[src/rtl/systolic_pkg.sv]
// Constants, slot/block types and the block parity helper shared by the
// nibble serializer and the systolic tile.
package systolic_pkg;

    localparam int unsigned NIB_W   = 4;
    localparam int unsigned NIBBLES = 16;
    localparam int unsigned BLK_W   = NIB_W * NIBBLES;

    typedef logic [3:0] slot_t;

    localparam slot_t LAST_SLOT = slot_t'(NIBBLES - 1);

    typedef struct packed {
        logic [BLK_W-1:0]   data;
        logic [NIBBLES-1:0] ctrl;
    } block_t;

    // Even parity over the payload and every control bit except the slot-15 bit
    // that will carry the result; ctrl is shifted so bit 0 drops out.
    function automatic logic blk_parity(block_t b);
        return (^b.data) ^ (^(b.ctrl >> 1));
    endfunction

endpackage

[src/rtl/systolic_nibble_serializer.sv]
// Nibble-serial block feeder aligned to the tile's 0..15 slot counter.
// Optional SYSTOLIC_SERIALIZER_PARITY_EN: slot-15 ctrl bit carries block parity.
module systolic_nibble_serializer #(
    parameter int unsigned NIB_W   = systolic_pkg::NIB_W,
    parameter int unsigned NIBBLES = systolic_pkg::NIBBLES,
    parameter int unsigned BLK_W   = systolic_pkg::BLK_W
) (
    input  logic               clk,
    input  logic               rst_n,
    input  logic               s_valid,
    output logic               s_ready,
    input  logic [BLK_W-1:0]   s_data,
    input  logic [NIBBLES-1:0] s_ctrl,
    output logic [NIB_W-1:0]   nib_out,
    output logic               ctrl_out,
    output logic [3:0]         slot,
    output logic               frame_valid,
    output logic [7:0]         frames_sent
);

`ifdef SYSTOLIC_SERIALIZER_PARITY_EN
    import systolic_pkg::block_t;
    import systolic_pkg::blk_parity;
`endif

    typedef enum logic [1:0] {
        LOAD_IDLE,
        LOAD_STAGE,
        LOAD_BYPASS
    } load_e;

    logic [3:0]         slot_q;
    logic [BLK_W-1:0]   shift_q;
    logic [NIBBLES-1:0] ctrl_q;
    logic [BLK_W-1:0]   stage_data_q;
    logic [NIBBLES-1:0] stage_ctrl_q;
    logic               stage_full_q;
    logic               frame_valid_q;
    logic [7:0]         frames_q;

    logic               boundary;
    logic               accept;
    load_e              load_sel;
    logic [BLK_W-1:0]   load_data;
    logic [NIBBLES-1:0] load_ctrl;
    logic [NIBBLES-1:0] load_ctrl_fin;

    assign boundary = (slot_q == 4'(NIBBLES - 1));
    assign s_ready  = rst_n && (!stage_full_q || boundary);
    assign accept   = s_valid && s_ready;

    // A staged block always launches ahead of a same-edge accept.
    always_comb begin
        load_sel  = LOAD_IDLE;
        load_data = '0;
        load_ctrl = '0;
        if (stage_full_q) begin
            load_sel  = LOAD_STAGE;
            load_data = stage_data_q;
            load_ctrl = stage_ctrl_q;
        end else if (accept) begin
            load_sel  = LOAD_BYPASS;
            load_data = s_data;
            load_ctrl = s_ctrl;
        end
    end

`ifdef SYSTOLIC_SERIALIZER_PARITY_EN
    block_t load_blk;
    assign load_blk = '{data: load_data, ctrl: load_ctrl};
`endif

    always_comb begin
        load_ctrl_fin = load_ctrl;
`ifdef SYSTOLIC_SERIALIZER_PARITY_EN
        load_ctrl_fin[0] = blk_parity(load_blk);
`endif
    end

    always_ff @(posedge clk) begin
        if (!rst_n) begin
            slot_q        <= '0;
            shift_q       <= '0;
            ctrl_q        <= '0;
            stage_data_q  <= '0;
            stage_ctrl_q  <= '0;
            stage_full_q  <= 1'b0;
            frame_valid_q <= 1'b0;
            frames_q      <= '0;
        end else begin
            slot_q <= boundary ? '0 : slot_q + 4'd1;
            if (boundary) begin
                shift_q       <= load_data;
                ctrl_q        <= load_ctrl_fin;
                frame_valid_q <= (load_sel != LOAD_IDLE);
                if (load_sel != LOAD_IDLE) begin
                    frames_q <= frames_q + 8'd1;
                end
                // Only a staged launch can refill staging on the same edge;
                // a bypass leaves it empty.
                if (load_sel == LOAD_STAGE) begin
                    stage_full_q <= accept;
                    if (accept) begin
                        stage_data_q <= s_data;
                        stage_ctrl_q <= s_ctrl;
                    end
                end
            end else begin
                shift_q <= shift_q << NIB_W;
                ctrl_q  <= ctrl_q << 1;
                if (accept) begin
                    stage_data_q <= s_data;
                    stage_ctrl_q <= s_ctrl;
                    stage_full_q <= 1'b1;
                end
            end
        end
    end

    assign nib_out     = shift_q[BLK_W-1 -: NIB_W];
    assign ctrl_out    = ctrl_q[NIBBLES-1];
    assign slot        = slot_q;
    assign frame_valid = frame_valid_q;
    assign frames_sent = frames_q;

endmodule

[config.mk]
export PLATFORM = sky130hd
export DESIGN_NAME = systolic_nibble_serializer
export DESIGN_NICKNAME = d
export VERILOG_FILES = /design/src/rtl/systolic_pkg.sv /design/src/rtl/systolic_nibble_serializer.sv
export SDC_FILE = /design/constraint.sdc
export NUM_CORES = 1
export LEC_CHECK = 0
export CORE_UTILIZATION = 40
export CTS_CLUSTER_SIZE = 14
export DETAILED_ROUTE_END_ITERATION = 12
export PLACE_DENSITY = 0.72
export REMOVE_ABC_BUFFERS = 1
export SLEW_MARGIN = 20
export SYNTH_ARGS = -nofsm -noshare
export SYNTH_HDL_FRONTEND = slang
export SYNTH_SLANG_ARGS = --single-unit
[constraint.sdc]
create_clock -name clk -period 1.8 [get_ports clk]
set_input_delay 0.36 -clock clk [delete_from_list [all_inputs] [get_ports clk]]
set_output_delay 0.36 -clock clk [all_outputs]
set_load 0.01 [all_outputs]
==> results of run 1 <==
-- per-stage QoR --
stage	instance area [um^2]	cells	power [mW]	setup TNS [ns]
6_report	9101	1117	8.334	0
5_1_grt	9101	1117	8.633	-0.002429
2_1_floorplan	6616	717	4.314	-438.53
3_3_place_gp	8329	1079	4.728	-3.114
4_1_cts	8941	1110	8.346	0
3_5_place_dp	8329	1079	4.739	-4.755
-- cell families (layout without fill, tap and decap cells) --
| group | after synthesis | in the layout | synth area share |
|---|---|---|---|
| DFF | 174 | 174 | 0.4957 |
| xor gates and xnor gates | 7 | 7 | 0.008725 |
| and+or+nand+nor | 362 | 362 | 0.2593 |
| buffers and inverters | 77 | 175 | 0.05840 |
| adders and majority gates | 2 | 2 | 0.003561 |
| AOI/OAI and AO/OA | 171 | 171 | 0.1729 |
| muxes | 1 | 1 | 0.001425 |
-- layout make-up --
| class | count | area share |
|---|---|---|
| Sequential cell | 174 | 0.3838 |
| Tap cell | 225 | 0.03093 |
| Timing Repair Buffer | 145 | 0.1731 |
| Clock inverter | 6 | 0.009211 |
| Clock buffer | 24 | 0.05403 |
| Multi-Input combinational cell | 543 | 0.3489 |
-- sequential cells by signal (all words and copies together), names as in the netlist --
signal	count
shift_q	64
ctrl_q	16
stage_data_q	64
frames_sent	8
stage_full_q	1
frame_valid	1
slot	4
stage_ctrl_q	16
-- where the power goes --
group	total (mW)	switching (mW)	internal, mW	leakage [nW]
sequential	4.05	0.0604	3.99	1.42
clock	3.62	1.45	2.17	0.286
combinational	0.667	0.315	0.352	1.87
-- critical path, delay by kind of cell (launching register included) --
| kind | cells | cell delay (ns) |
|---|---|---|
| compound gates | 1 | 0.13 |
| flops | 1 | 0.35 |
| simple gates | 1 | 0.08 |
| fa+ha+maj | 1 | 0.16 |
| buf+inv | 2 | 0.23 |
-- layer usage --
layer | vias to the layer above | track usage
met5 | - | 0
met4 | 0 | 0.05493
met3 | 13 | 0.03941
met2 | 146 | 0.2761
met1 | 2723 | 0.2430
li1 | 2937 | -
-- cell usage after synthesis (9+ instances only) --
library cell	number
a221oi_1	66
a221oi_2	9
and3_1	77
buf_2	13
buf_4	10
buf_6	9
clkbuf_1	45
dfxtp_1	174
nand2_1	175
nor2_1	12
nor2b_1	76
o21ai_0	82
-- timing repair --
action	CTS	global route
resized for setup	19	23
setup endpoints to repair	13	131
buffers inserted	1	5
gates cloned	0	3
pin swaps	2	2
hold buffers	0	0
-- final timing paths --
check	from	endpoint	slack (ns)	cells after the start
hold reg to reg	stage_data_q[59]	stage_data_q[59]	0.45	2
setup / recovery	slot[0]	s_ready	0.06	5
setup reg to reg	slot[0]	stage_data_q[46]	0.06	9
hold / removal	stage_data_q[59]	stage_data_q[59]	0.45	2
==> results.yml, run 1 <==
outcome:
  outcome: "complete, no violations"
sta:
  rsz0062_at_grt: "yes"
  fin_crit_ns: 1.745
  fin_crit_sh: 0.9692
  max_freq_ghz: 0.5732
  worstMarginPinSlew_ns: 0.6362
  slew_viol_final: 0
  fin_worst_skew_ns: 0.01034
  setup_viol: 0
  postLayoutSetupSlackWorst_ns: 0.05536
  hold_viol: 0
  slew_headroom: 0.5759
  whs_ns: 0.4485
finish:
  multi_input_area_um2: 3176
  most-common-layout-cells: "175 x nand2_1, 166 x dfxtp_1, 94 x clkdlybuf4s50_1"
  antenna_cells: 0
  area_growth_pct: 29.52
  final_common_cell: "nand2_1"
  finalNetCount: 966
  ff_latch_area_um2: 3493
  drive_above_1_share: 0.1121
  fill_cells: 1558
  utilization: 0.5280
place:
  io_buffer_count: 101
  hpwl_um: 9553
  routabilityCongestion: 0.7372
  pre_cts_ws_ns: -0.1379
clock_network:
  cts_buffers: 17
  cts-root-buf: "clkbuf_16"
  clock_sinks: 174
  h-tree-depth: 4
  path_clk_slew_ns: 0.06
  cts.path.max_buffers: 2
  worstSkewPairLatency_ns: 0.42
  tritoncts: "yes"
global_route:
  antenna_found_initial: 0
  grt_start_max_net_pins: 100
  gr-total-overflow: 0
  grt_pass1_vias: 5250
  track_usage: 0.1769
  grt_pass1_wl_um: 25800
critical_path:
  required_ns: 1.44
  critPathArrivalTime_ns: 1.38
  crit_type: "reg -> out"
  crit_fanout: 2
  cpMostUsedCell: "buf_4"
  worstPathCellList: "ha_4 -> nand3_4 -> a21boi_2 -> buf_4 -> buf_4"
  start_kind: "flip-flop"
  cp-end-kind: "output port"
  cp_slowest_cell: "dfxtp_2"
  slowest_delay_ns: 0.35
yosys:
  ys_warn_count: 0
  ys_top_cells_by_area: "dfxtp_1 50%, nand2_1 9.3%, a221oi_1 8.2%"
  postSynthAreaPerCell_um2: 8.850
  synth_area_um2: 7027
  ys_types: 31
  synth_sequential_area_ratio: 0.4957
  synth-seq-cells: 174
  synth_cells: 794
  dominantRegCellSynth: "dfxtp_1"
  synth_area_leader_cell: "dfxtp_1"
  synth_edf_count: 0
  synth_async_sr_flop_share: 0
  yosysTopAreaCellShare: 0.4957
route:
  drc: 0
  wl_um: 16530
  routed.top_layer: "met4"
  met3_length_um: 756
  dr_total_vias: 5819
  drtAntennaViolNets: 0
  met2WireLength_um: 7623
  wl_met1_um: 7986
  routed_via_density: 5.209
  first_pass_iters: 5
  wl_per_cell_um: 14.80
  initialDrtViolationCount: 422
die:
  rows: 48
  io_pins: 102
  start_util: 0.4077
  die_h_um: 134.5
  core_area_um2: 17240
  die_width_um: 134.5
  die_area_um2: 18100
hold_path:
  hp-class: "reg -> reg"
pwr:
  irDropWorstVdd_mv: 0.7771
  power_density_nw_per_um2: 915.7
  p_leak_nw: 3.576
flow_run:
  maxCapViolations: 0
(Power assumes the default switching activity.)
==> run 2, diff against run 1 <==
- SKIP_LAST_GASP: unset -> 1
==> run 2 against run 1 <==
Clock power about the same. Hold slack better by 0.0032 ns. Largest cell class unchanged. Total power grew 0.23%. Global-route usage unchanged. Critical path depth rose by 3. First-iteration DRC count grew 12%. Non-clock buffer count is 4 higher. Fmax hardly changed. Clock skew is 0.0012 ns lower. Die area is the same.
==> results.yml, run 2 (synthesis results as in run 1) <==
pwr:
  power_density_nw_per_um2: 904.9
  power_mw: 8.353
  irDropWorstVdd_mv: 0.7752
  p_leak_nw: 3.629
critical_path:
  path_buf_inv: 4
  crit_type: "reg -> reg"
  slowest_delay_ns: 0.34
  crit_fanout: 10
  cpMostUsedCell: "clkbuf_16"
  start_kind: "flip-flop"
  critPathArrivalTime_ns: 2.04
  worstPathCellList: "ha_4 -> buf_4 -> a31o_4 -> a21oi_4 -> buf_12 -> clkbuf_16 -> clkbuf_16 -> o21ai_0"
  cp_slowest_cell: "dfxtp_2"
  required_ns: 2.10
  cp-end-kind: "flip-flop"
  critical_path.top_delay_family: "buffers and inverters"
  r2r_setup_slack_ns: 0.06
sta:
  slew_headroom: 0.5705
  hold_viol: 0
  whs_ns: 0.4517
  max_freq_ghz: 0.5732
  fin_worst_skew_ns: 0.009117
  worstMarginPinSlew_ns: 0.6443
  fin_crit_sh: 0.9693
  fin_crit_ns: 1.745
  slew_viol_final: 0
  setup_viol: 0
finish:
  antenna_cells: 0
  area_growth_pct: 31.37
  instances_no_fill: 1121
  fill_cells: 1545
  finalNetCount: 970
  drive_above_1_share: 0.1194
  reg_top3: "shift_q x64, stage_data_q x64"
  final_common_cell: "nand2_1"
  most-common-layout-cells: "175 x nand2_1, 166 x dfxtp_1, 94 x clkdlybuf4s50_1"
global_route:
  grt_pass1_vias: 5248
  grt_pass1_wl_um: 25790
  track_usage: 0.1769
  grt_start_max_net_pins: 100
  gr-total-overflow: 0
  antenna_found_initial: 0
die:
  die_area_um2: 18100
  rows: 48
  start_util: 0.4077
  die_width_um: 134.5
  core_area_um2: 17240
  io_pins: 102
  die_h_um: 134.5
place:
  hpwl_um: 9553
  io_buffer_count: 101
  routabilityCongestion: 0.7372
  dp_cells: 1079
route:
  wl_per_cell_um: 15.06
  wl_um: 16880
  initialDrtViolationCount: 471
  first_pass_iters: 6
  dr_total_vias: 5852
  drc: 0
  routed_via_density: 5.220
  drtAntennaViolNets: 0
hold_path:
  hp-class: "reg -> reg"
clock_network:
  cts-root-buf: "clkbuf_16"
  cts_buffers: 17
  tritoncts: "yes"
  h-tree-depth: 4
  path_clk_slew_ns: 0.06
  cts.path.max_buffers: 2
  clock_sinks: 174
  worstSkewPairLatency_ns: 0.42
outcome:
  outcome: "complete, no violations"
flow_run:
  maxCapViolations: 0
==> run 2: where the power goes <==
group / switching [mW] / leakage (nW) / internal (mW)
combinational: 0.323 / 1.92 / 0.373
clock: 1.44 / 0.286 / 2.17
sequential: 0.0601 / 1.42 / 3.99
total: 1.82 / 3.63 / 6.53
==> run 2: path summary, 6_finish.rpt <==
check,end,from,cells past startpoint
worst max-delay path,stage_data_q[22],slot[0],8
worst min-delay path,stage_ctrl_q[6],stage_ctrl_q[6],2
worst max register to register,stage_data_q[22],slot[0],8
worst min register to register,stage_ctrl_q[6],stage_ctrl_q[6],2
==> run 2: layout make-up <==
cell class / instances / area [um^2] / area share
clock buffers: 24 / 491.7 / 0.05327
clock inverters: 6 / 83.83 / 0.009081
multi-input cells: 543 / 3194 / 0.3460
flip-flops and latches: 174 / 3493 / 0.3784
well taps: 225 / 281.5 / 0.03050
repair buffers: 149 / 1687 / 0.1827
==> run 2: through the flow <==
stage | setup TNS [ns] | setup WS, ns | cell area, um^2 | utilization
detailed placement | -4.755 | -0.1379 | 8329 | 0.4832
global placement | -3.114 | -0.1601 | 8329 | 0.4832
global route | -0.006931 | -0.006931 | 9231 | 0.5356
floorplan | -438.53 | -3.042 | 6616 | -
CTS | -0.1136 | -0.05421 | 8937 | 0.5185
finish | 0 | 0.05529 | 9231 | 0.5356
==> run 2: repair_timing <==
item,CTS,global route
setup endpoints to repair,13,130
hold buffers,0,0
gates cloned,0,9
buffers inserted,1,3
pin swaps,2,3
endpoints found under the hold margin,0,0
gates resized for setup,15,19
==> run 2: worst reg2reg max path: stages, from the launching register on <==
cell and delay (ns):
dfxtp_2 0.34, ha_4 0.17, buf_4 0.16, a31o_4 0.24
a21oi_4 0.16, buf_12 0.15, clkbuf_16 0.17, clkbuf_16 0.15
o21ai_0 0.09
==> run 2: layer usage <==
| layer | share of wire | global-route usage |
|---|---|---|
| met5 | 0 | 0 |
| met4 | 0.0095 | 0.05493 |
| met3 | 0.053 | 0.03941 |
| met2 | 0.47 | 0.2763 |
| met1 | 0.47 | 0.2428 |
